`src/rtl/clockport_target.sv`:
```
// Amiga clockport responder: four byte registers over Amiga->Pi (TX) and Pi->Amiga (RX) FIFOs.
// Optional macro CP_TARGET_IRQ_EN adds the CONTROL register and the INT6 request.
module clockport_target #(
    parameter int FIFO_DEPTH  = 16,
    parameter int SYNC_STAGES = 2
) (
    input  logic       clk,
    input  logic       reset,
    input  logic       cp_cs_n,
    input  logic       cp_iord_n,
    input  logic       cp_iowr_n,
    input  logic [1:0] cp_a,
    input  logic [7:0] cp_d_in,
    output logic [7:0] cp_d_out,
    output logic       cp_d_oe,
    output logic       cp_int6_oe,
    input  logic [7:0] pi_rx_data,
    input  logic       pi_rx_valid,
    output logic       pi_rx_ready,
    output logic [7:0] pi_tx_data,
    output logic       pi_tx_valid,
    input  logic       pi_tx_ready
);
    // state | meaning
    // HOLD  | after reset or a bad strobe combination; wait for chip select release
    // IDLE  | waiting for a qualified read or write strobe
    // READ  | driving the snapshotted byte; pop side effect on strobe release
    // WRITE | waiting for strobe release to commit the write data
    typedef enum logic [1:0] {ST_HOLD, ST_IDLE, ST_READ, ST_WRITE} state_t;

    localparam int          AW         = $clog2(FIFO_DEPTH);
    localparam logic [AW:0] PTR_ONE    = 1;
    localparam logic [1:0]  A_DATA     = 2'd0;
    localparam logic [1:0]  A_STATUS   = 2'd1;
    localparam logic [1:0]  A_CONTROL  = 2'd2;
    localparam logic [1:0]  A_RX_COUNT = 2'd3;

    logic [SYNC_STAGES-1:0] cs_sync, rd_sync, wr_sync;
    logic [1:0]             a_sync [SYNC_STAGES];
    logic [7:0]             d_sync [SYNC_STAGES];
    logic                   s_cs, s_rd, s_wr;
    logic [1:0]             s_a;
    logic [7:0]             s_d;

    // Strobe chains reset to "asserted" so HOLD cannot exit until a real release is seen.
    always_ff @(posedge clk or posedge reset) begin
        if (reset) begin
            cs_sync <= '0;
            rd_sync <= '0;
            wr_sync <= '0;
            for (int i = 0; i < SYNC_STAGES; i++) begin
                a_sync[i] <= '0;
                d_sync[i] <= '0;
            end
        end else begin
            cs_sync   <= {cs_sync[SYNC_STAGES-2:0], cp_cs_n};
            rd_sync   <= {rd_sync[SYNC_STAGES-2:0], cp_iord_n};
            wr_sync   <= {wr_sync[SYNC_STAGES-2:0], cp_iowr_n};
            a_sync[0] <= cp_a;
            d_sync[0] <= cp_d_in;
            for (int i = 1; i < SYNC_STAGES; i++) begin
                a_sync[i] <= a_sync[i-1];
                d_sync[i] <= d_sync[i-1];
            end
        end
    end

    assign s_cs = ~cs_sync[SYNC_STAGES-1];
    assign s_rd = ~rd_sync[SYNC_STAGES-1];
    assign s_wr = ~wr_sync[SYNC_STAGES-1];
    assign s_a  = a_sync[SYNC_STAGES-1];
    assign s_d  = d_sync[SYNC_STAGES-1];

    state_t     state_q, state_nxt;
    logic       oe_reg, rd_pop_q, rd_under_q, overrun_q, underrun_q, int6_q;
    logic       rd_load, oe_clr, pop_go, under_go, wr_go;
    logic [7:0] rd_mux;
    logic [1:0] ctrl;
    logic       irq;

    logic [7:0]  rx_mem [FIFO_DEPTH];
    logic [AW:0] rx_wp, rx_rp, rx_count;
    logic        rx_full, rx_empty, rx_push, rx_pop;
    logic [7:0]  rx_head, rx_cnt_sat;
    logic [8:0]  rx_cnt9;

    logic [7:0]  tx_mem [FIFO_DEPTH];
    logic [AW:0] tx_wp, tx_rp;
    logic        tx_full, tx_empty, tx_push, tx_pop;

    assign rx_empty = (rx_wp == rx_rp);
    assign rx_full  = (rx_wp[AW] != rx_rp[AW]) && (rx_wp[AW-1:0] == rx_rp[AW-1:0]);
    assign rx_push  = pi_rx_valid && !rx_full;
    assign rx_pop   = pop_go && !rx_empty;
    assign rx_head  = rx_empty ? 8'h00 : rx_mem[rx_rp[AW-1:0]];
    assign rx_count = rx_wp - rx_rp;
    assign rx_cnt9  = 9'(rx_count);
    assign rx_cnt_sat = rx_cnt9[8] ? 8'hFF : rx_cnt9[7:0];

    assign tx_empty = (tx_wp == tx_rp);
    assign tx_full  = (tx_wp[AW] != tx_rp[AW]) && (tx_wp[AW-1:0] == tx_rp[AW-1:0]);
    assign tx_push  = wr_go && (s_a == A_DATA) && !tx_full;
    assign tx_pop   = pi_tx_ready && !tx_empty;

    always_ff @(posedge clk) begin
        if (rx_push) rx_mem[rx_wp[AW-1:0]] <= pi_rx_data;
        if (tx_push) tx_mem[tx_wp[AW-1:0]] <= s_d;
    end

    always_ff @(posedge clk or posedge reset) begin
        if (reset) begin
            rx_wp <= '0;
            rx_rp <= '0;
            tx_wp <= '0;
            tx_rp <= '0;
        end else begin
            if (rx_push) rx_wp <= rx_wp + PTR_ONE;
            if (rx_pop)  rx_rp <= rx_rp + PTR_ONE;
            if (tx_push) tx_wp <= tx_wp + PTR_ONE;
            if (tx_pop)  tx_rp <= tx_rp + PTR_ONE;
        end
    end

`ifdef CP_TARGET_IRQ_EN
    logic [1:0] ctrl_q;

    always_ff @(posedge clk or posedge reset) begin
        if (reset)
            ctrl_q <= 2'b00;
        else if (wr_go && s_a == A_CONTROL)
            ctrl_q <= s_d[1:0];
    end

    assign ctrl = ctrl_q;
    assign irq  = (ctrl_q[0] & ~rx_empty) | (ctrl_q[1] & tx_empty);
`else
    assign ctrl = 2'b00;
    assign irq  = 1'b0;
`endif

    always_comb begin
        rd_mux = 8'h00;
        case (s_a)
            A_DATA:     rd_mux = rx_head;
            A_STATUS:   rd_mux = {irq, 2'b00, tx_empty, underrun_q, overrun_q, tx_full, ~rx_empty};
            A_CONTROL:  rd_mux = {6'b000000, ctrl};
            A_RX_COUNT: rd_mux = rx_cnt_sat;
            default:    rd_mux = 8'h00;
        endcase
    end

    // Strobe release wins over a simultaneous chip-select release so normal cycles complete.
    always_comb begin
        state_nxt = state_q;
        rd_load   = 1'b0;
        oe_clr    = 1'b0;
        pop_go    = 1'b0;
        under_go  = 1'b0;
        wr_go     = 1'b0;
        case (state_q)
            ST_HOLD: begin
                if (!s_cs) state_nxt = ST_IDLE;
            end
            ST_IDLE: begin
                if (s_rd && s_wr) begin
                    state_nxt = ST_HOLD;
                end else if (s_cs && s_rd) begin
                    state_nxt = ST_READ;
                    rd_load   = 1'b1;
                end else if (s_cs && s_wr) begin
                    state_nxt = ST_WRITE;
                end
            end
            ST_READ: begin
                if (!s_rd) begin
                    state_nxt = ST_IDLE;
                    oe_clr    = 1'b1;
                    pop_go    = rd_pop_q;
                    under_go  = rd_under_q;
                end else if (!s_cs) begin
                    state_nxt = ST_IDLE;
                    oe_clr    = 1'b1;
                end
            end
            ST_WRITE: begin
                if (!s_wr) begin
                    state_nxt = ST_IDLE;
                    wr_go     = 1'b1;
                end else if (!s_cs) begin
                    state_nxt = ST_IDLE;
                end
            end
            default: state_nxt = ST_HOLD;
        endcase
    end

    always_ff @(posedge clk or posedge reset) begin
        if (reset) begin
            state_q    <= ST_HOLD;
            oe_reg     <= 1'b0;
            cp_d_out   <= 8'h00;
            rd_pop_q   <= 1'b0;
            rd_under_q <= 1'b0;
            overrun_q  <= 1'b0;
            underrun_q <= 1'b0;
            int6_q     <= 1'b0;
        end else begin
            state_q <= state_nxt;
            int6_q  <= irq;
            if (rd_load) begin
                cp_d_out   <= rd_mux;
                oe_reg     <= 1'b1;
                rd_pop_q   <= (s_a == A_DATA) && !rx_empty;
                rd_under_q <= (s_a == A_DATA) && rx_empty;
            end
            if (oe_clr)   oe_reg     <= 1'b0;
            if (under_go) underrun_q <= 1'b1;
            if (wr_go && s_a == A_DATA && tx_full) overrun_q <= 1'b1;
            if (wr_go && s_a == A_STATUS) begin
                if (s_d[2]) overrun_q  <= 1'b0;
                if (s_d[3]) underrun_q <= 1'b0;
            end
        end
    end

    assign cp_d_oe     = oe_reg & ~cp_cs_n & ~cp_iord_n;
    assign cp_int6_oe  = int6_q;
    assign pi_rx_ready = ~rx_full;
    assign pi_tx_valid = ~tx_empty;
    assign pi_tx_data  = tx_empty ? 8'h00 : tx_mem[tx_rp[AW-1:0]];

endmodule

```
`config.mk`:
```
export PLATFORM = sky130hd
export DESIGN_NAME = clockport_target
export DESIGN_NICKNAME = d
export VERILOG_FILES = /design/src/rtl/clockport_target.sv
export SDC_FILE = /design/constraint.sdc
export NUM_CORES = 1
export LEC_CHECK = 0
export ABC_AREA = 1
export BUFFER_PORTS_ARGS = -buffer_cell sky130_fd_sc_hd__buf_2
export CAP_MARGIN = 20
export CORE_AREA = 3 3 138 153
export CTS_BUF_LIST = sky130_fd_sc_hd__clkbuf_4
export CTS_CLUSTER_DIAMETER = 50
export DETAILED_ROUTE_END_ITERATION = 8
export DIE_AREA = 0 0 141 156
export PLACE_DENSITY_LB_ADDON = 0.15
export SLEW_MARGIN = 20
export SYNTH_ARGS = -nofsm -noshare
export SYNTH_HDL_FRONTEND = slang
export SYNTH_SLANG_ARGS = --single-unit
```
`constraint.sdc`:
```
create_clock -name clk -period 5 [get_ports clk]
set_input_delay 0.25 -clock clk [delete_from_list [all_inputs] [get_ports clk]]
set_output_delay 0.25 -clock clk [all_outputs]
set_load 0.01 [all_outputs]
```
After elaboration in Yosys (flattened, before gate mapping)
Memory sizes are Yosys's and may differ from the RTL's.
Index checks and enable logic that the tools add are counted.

operators by class
  add/subtract/negate cells = 5
  multipliers = 0
  div/mod/pow operators = 0
  $lt $le $gt $ge = 0
  equal/unequal tests = 13
  shift operators = 0
  muxes and demuxes = 34
  bitwise logic cells = 10
  reductions and logical operators = 21

operators by type and width
  kind                                                                   count
  8-bit case mux with 4 select lines                                     1
  1-bit two-way mux                                                      24
  5-bit by 1-bit adder with 5-bit output, second input constant          4
  8-bit two-way mux                                                      2
  1-bit logical AND                                                      14
  2-bit two-way mux                                                      6
  5-bit equality test                                                    2
  2-bit equality test, second input constant                             4
  4-bit equality test                                                    2
  1-bit NOT                                                              8
  2-bit case mux with 4 select lines                                     1
  5-bit subtractor                                                       1
  2-bit by 1-bit equality test with 1-bit output, second input constant  2
  1-bit zero test                                                        4
  2-bit zero test                                                        2
  4-bit != test, second input constant                                   1
  1-bit bitwise AND                                                      2
  1-bit != test                                                          2
  2-bit nonzero test                                                     1

word-level totals
  register bits after elaboration = 61
  bits in latches = 0
  memory bits (writable) = 256
  memory bits (read-only) = 0
  bits of input ports = 25
  output and inout bits = 20
  logic and storage cells = 103
  memories = 2

memory list
  memory  depth  width  read ports  clocked after Yosys merged registers in  wr ports  RTL line  text
  rx_mem  16     8      1           0                                        1         81        logic [7:0] rx_mem [FIFO_DEPTH];
  tx_mem  16     8      1           0                                        1         87        logic [7:0] tx_mem [FIFO_DEPTH];

Longest topological paths before layout
  depth after elaboration = 7
  gate-level depth with buffers = 12

Least setup slack after synthesis
No wires, ideal clock.

  path kind = register to register
  start point = register rx_rp[1]
  end point = memory rx_mem[11][0], enable pin
  setup time = 383 ps
  data arrival time = 2147 ps
  data required time = 4617 ps
  setup slack = 2470 ps
  cell stages (with the launch flop) = 9
  path through = dfrtp_1 > inv_2 > buf_1 > ha_1 > nand3_1 > nor2_2 > nand2_1 > nand2_2 > nor3_1

between the ends
  cells in the longest elaborated chain, start to end = 6

ends and longest elaborated chain
  element                                  RTL line  text
  start: declaration                       82        logic [AW:0] rx_wp, rx_rp, rx_count;
  start signal: assignment                 118       if (rx_pop) rx_rp <= rx_rp + PTR_ONE;
  4-bit equality test                      92        assign rx_full = (rx_wp[AW] != rx_rp[AW]) && (rx_wp[AW-1:0] == rx_rp[AW-1:0]);
  1-bit logical AND                        92
  1-bit zero test                          93        assign rx_push = pi_rx_valid && !rx_full;
  1-bit logical AND                        93
  1-bit two-way mux                        106       if (rx_push) rx_mem[rx_wp[AW-1:0]] <= pi_rx_data;
  1-bit two-way mux (not written as such)  106
  end: declaration                         81

Every way passes these cells.

Worst setup path after layout
  start point = register tx_rp[0]
  end point = output pi_tx_data[3]

between the ends
  cells in the longest elaborated chain, start to end = 2

ends and longest elaborated chain
  element                                                               RTL line  text
  start: declaration                                                    88        logic [AW:0] tx_wp, tx_rp;
  start signal: assignment                                              120       if (tx_pop) tx_rp <= tx_rp + PTR_ONE;
  memory read 16 x 8 bit / 5-bit equality test (equally long branches)  n/a
  8-bit two-way mux (*)                                                 230       assign pi_tx_data = tx_empty ? 8'h00 : tx_mem[tx_rp[AW-1:0]];
  end: declaration                                                      20        output logic [7:0] pi_tx_data,

Every way passes the cells marked *; elsewhere a longest branch is shown, timed or not.

==> impl_metrics.env <==
export IMPL_result_of_the_run="finished clean"
export IMPL_num_vias=9256
export IMPL_startpoint_type="flop"
export IMPL_max_clock_path_buffers=3
export IMPL_postRouteWirelength_mm=30.24
export IMPL_detail_route_vias_per_cell=5.461
export IMPL_hold_viol_final=0
export IMPL_achievable_frequency_mhz=301.3
export IMPL_clock_sinks=317
export IMPL_period_minus_slack_ns=3.319
export IMPL_post_synth_inst_count=1281
export IMPL_most_common_layout_cells="sky130_fd_sc_hd__nand2_1 (383), sky130_fd_sc_hd__edfxtp_1 (256), sky130_fd_sc_hd__nor2_1 (143)"
export IMPL_muxShareOfSynthArea_pct=0
export IMPL_die_area_mm2=0.02200
export IMPL_rsz_0062_raised_after_global_routing="no"
export IMPL_type_of_the_setup_path_with_the_least_slack="reg2out"
export IMPL_ctsResizeCount=0
export IMPL_postCtsHoldBufs=24
export IMPL_layout_area_overhead_vs_synth_pct=11.69
export IMPL_final_critical_path_setup_slack_ns=1.681
export IMPL_timing_critical_path_required_ns=4.75
export IMPL_tritoncts="done"
export IMPL_grt_max_degree=69
export IMPL_global_route_wire_length_before_repair_mm=47.56
export IMPL_total_leakage_power_nw=6.315
export IMPL_postSynthRegisterBits=317
export IMPL_kind_of_end_point_of_the_critical_path="output pin"
export IMPL_clkTransAtPathRegs_ns=0.07
export IMPL_post_synthesis_cell_type_count=39
export IMPL_cts_buffers_inserted=74
export IMPL_worstSkewPairLatency_ns=0.66
export IMPL_fp_coreArea_mm2=0.01980
export IMPL_post_layout_instance_count_excluding_filler_cells=1695
export IMPL_post_cts_setup_buffers=0
export IMPL_compound_gate_fraction_of_synth_area_pct=4.123
export IMPL_adder_cell_share_of_the_synthesized_area_pct=1.445
export IMPL_gpl_final_weighted_congestion=0.8882
export IMPL_drt_wl_cell_um=17.84
export IMPL_start_util_pct=68.22
export IMPL_place_detailed_hpwl_mm=18.63
export IMPL_first_pass_iters=6
export IMPL_hold_class="in2reg"
export IMPL_post_synth_and_or_nand_nor_area_fraction_pct=19.74
export IMPL_layout_drive_gt1_share_pct=13.46
export IMPL_io_buffer_count=43
export IMPL_num_io_pins=45
export IMPL_finalMaxSlewViolations=0
export IMPL_setup_violations_final=0
export IMPL_hold_ws_ns=0.2291
export IMPL_worstMarginPinSlew_ns=1.034
export IMPL_syn_cell_area_mm2=0.01351
export IMPL_postSynthNetCount=1321
export IMPL_ant_nets=0
export IMPL_overall_overflow_remaining_after_global_route=0
export IMPL_worstPathArrival_ns=3.07
export IMPL_fin_setup_tns_ns=0
export IMPL_postSynthAreaPerCell_um2=10.54
export IMPL_synth_xor_area_share_pct=1.093
export IMPL_drc=0
export IMPL_crit_fanout=68
export IMPL_irDropWorstVdd_mv=0.3671
export IMPL_num_rows=54
export IMPL_fillCellCount=1316
export IMPL_nets=1423
export IMPL_final_common_cell="sky130_fd_sc_hd__nand2_1"
export IMPL_chipWidth_um=141
export IMPL_clk_root_buffer_cell="sky130_fd_sc_hd__clkbuf_4"
export IMPL_cts_htree_levels=3
export IMPL_timing_max_slew_rel_slack_pct=30.56
export IMPL_initialDrtViolationCount=806
export IMPL_cap_viol_max_count=0
export IMPL_ys_warn_count=0
export IMPL_number_of_antenna_violations_at_the_first_check_in_global_routing=2
export IMPL_grt_total_usage_pct=28.27
export IMPL_clock_skew_ns=0.03934
export IMPL_pre_cts_worst_setup_slack_ns=1.925
export IMPL_largest_family_of_logic_cells_by_synthesized_area="simple AND/OR/NAND/NOR gates"
export IMPL_power_density_mw_per_mm2=512.7
export IMPL_yosys_area_top_type="sky130_fd_sc_hd__edfxtp_1"
export IMPL_netlist_area_leader_share_pct=56.92
export IMPL_post_place_cells=1535
export IMPL_fin_crit_sh_pct=66.38
export IMPL_synth_top_cells_by_area="sky130_fd_sc_hd__edfxtp_1 (57%), sky130_fd_sc_hd__dfrtp_1 (11%), sky130_fd_sc_hd__nand2_1 (11%)"
export IMPL_via_count_of_the_first_global_routing_pass=9237
export IMPL_die_y_um=156
export IMPL_synth_sequential_area_ratio_pct=68.22
cell usage after synthesis (all sizes together):
library cell / number
o21bai: 1
edfxtp: 256
a21oi: 19
o211ai: 1
o21ai: 83
fa: 1
or2: 2
nand3b: 1
xor2: 13
buf: 26
nand4: 1
ha: 14
nand2: 394
nor2: 146
o31ai: 1
clkbuf: 20
inv: 126
nor3: 7
conb: 1
xnor2: 3
nand3: 99
clkinv: 3
dfrtp: 61
o22ai: 2
logic make-up (layout without fill, tap and decap cells):
| logic type | count (synthesis) | in the layout |
|---|---|---|
| AND/OR/NAND/NOR | 650 | 650 |
| XOR/XNOR | 16 | 16 |
| adder cells (fa/ha/maj) | 15 | 15 |
| AO/OA/AOI/OAI | 107 | 107 |
| flip-flops | 317 | 317 |
| buffers and inverters | 175 | 335 |
| other | 1 | 3 |
through the flow:
| stage | total power, mW | instance area, um2 | utilization [%] |
|---|---|---|---|
| after floorplan | 4.972 | 13510 | - |
| after global placement | 5.558 | 13840 | 69.92 |
| after detailed placement | 5.617 | 13840 | 69.92 |
| after CTS | 7.746 | 15070 | 76.13 |
| after global routing | 8.238 | 15080 | 76.20 |
| final | 7.733 | 15080 | 76.20 |
path summary, 6_finish.rpt:
kind | startpoint | to | slack (ns) | depth (start not counted)
min | cp_d_in[0] | d_sync[8] | 0.23 | 2
max in group asynchronous | reset | tx_rp[0] | 4.04 | 4
max | tx_rp[0] | pi_tx_data[3] | 1.68 | 11
min reg2reg | d_sync[14] | s_d[6] | 0.35 | 0
max reg2reg | rx_rp[1] | rx_mem[10][3] | 1.85 | 10
min in group asynchronous | reset | s_d[5] | 0.34 | 4
cell type report:
type	instances	area [um2]	area share (%)
Tap cell	252	315.3	2.090
Clock buffer	109	818.3	5.425
Antenna cell	2	5.005	0.03318
Inverter	129	486.7	3.227
Clock inverter	25	172.7	1.145
Sequential cell	317	9219	61.11
Multi-Input combinational cell	789	3575	23.70
Timing Repair Buffer	72	493.0	3.268
critical path, cell delays in order (launching register included):
cell and delay (ns):
sky130_fd_sc_hd__dfrtp_4 0.75, sky130_fd_sc_hd__inv_2 0.15, sky130_fd_sc_hd__buf_4 0.53, sky130_fd_sc_hd__nand2_1 0.17, sky130_fd_sc_hd__nand2_1 0.10, sky130_fd_sc_hd__nand2_1 0.06, sky130_fd_sc_hd__o21ai_0 0.11, sky130_fd_sc_hd__nand2_1 0.08
sky130_fd_sc_hd__nand2_1 0.08, sky130_fd_sc_hd__inv_1 0.05, sky130_fd_sc_hd__a21oi_1 0.16, sky130_fd_sc_hd__buf_2 0.16
power by group:
part	switching, mW	leakage, nW	internal, mW
combinational	1.55	2.68	0.730
clock	0.970	0.584	1.16
sequential	0.250	3.05	3.08
metal layers:
metal	track usage [%]	vias up	routed length [um]
met2	51.80	397	16340
met3	5.120	59	1966
li1	-	4462	-
met5	0	-	0
met4	10.15	0	774
met1	33.59	4338	11150
No activity file was read; power rests on OpenSTA's default activity.
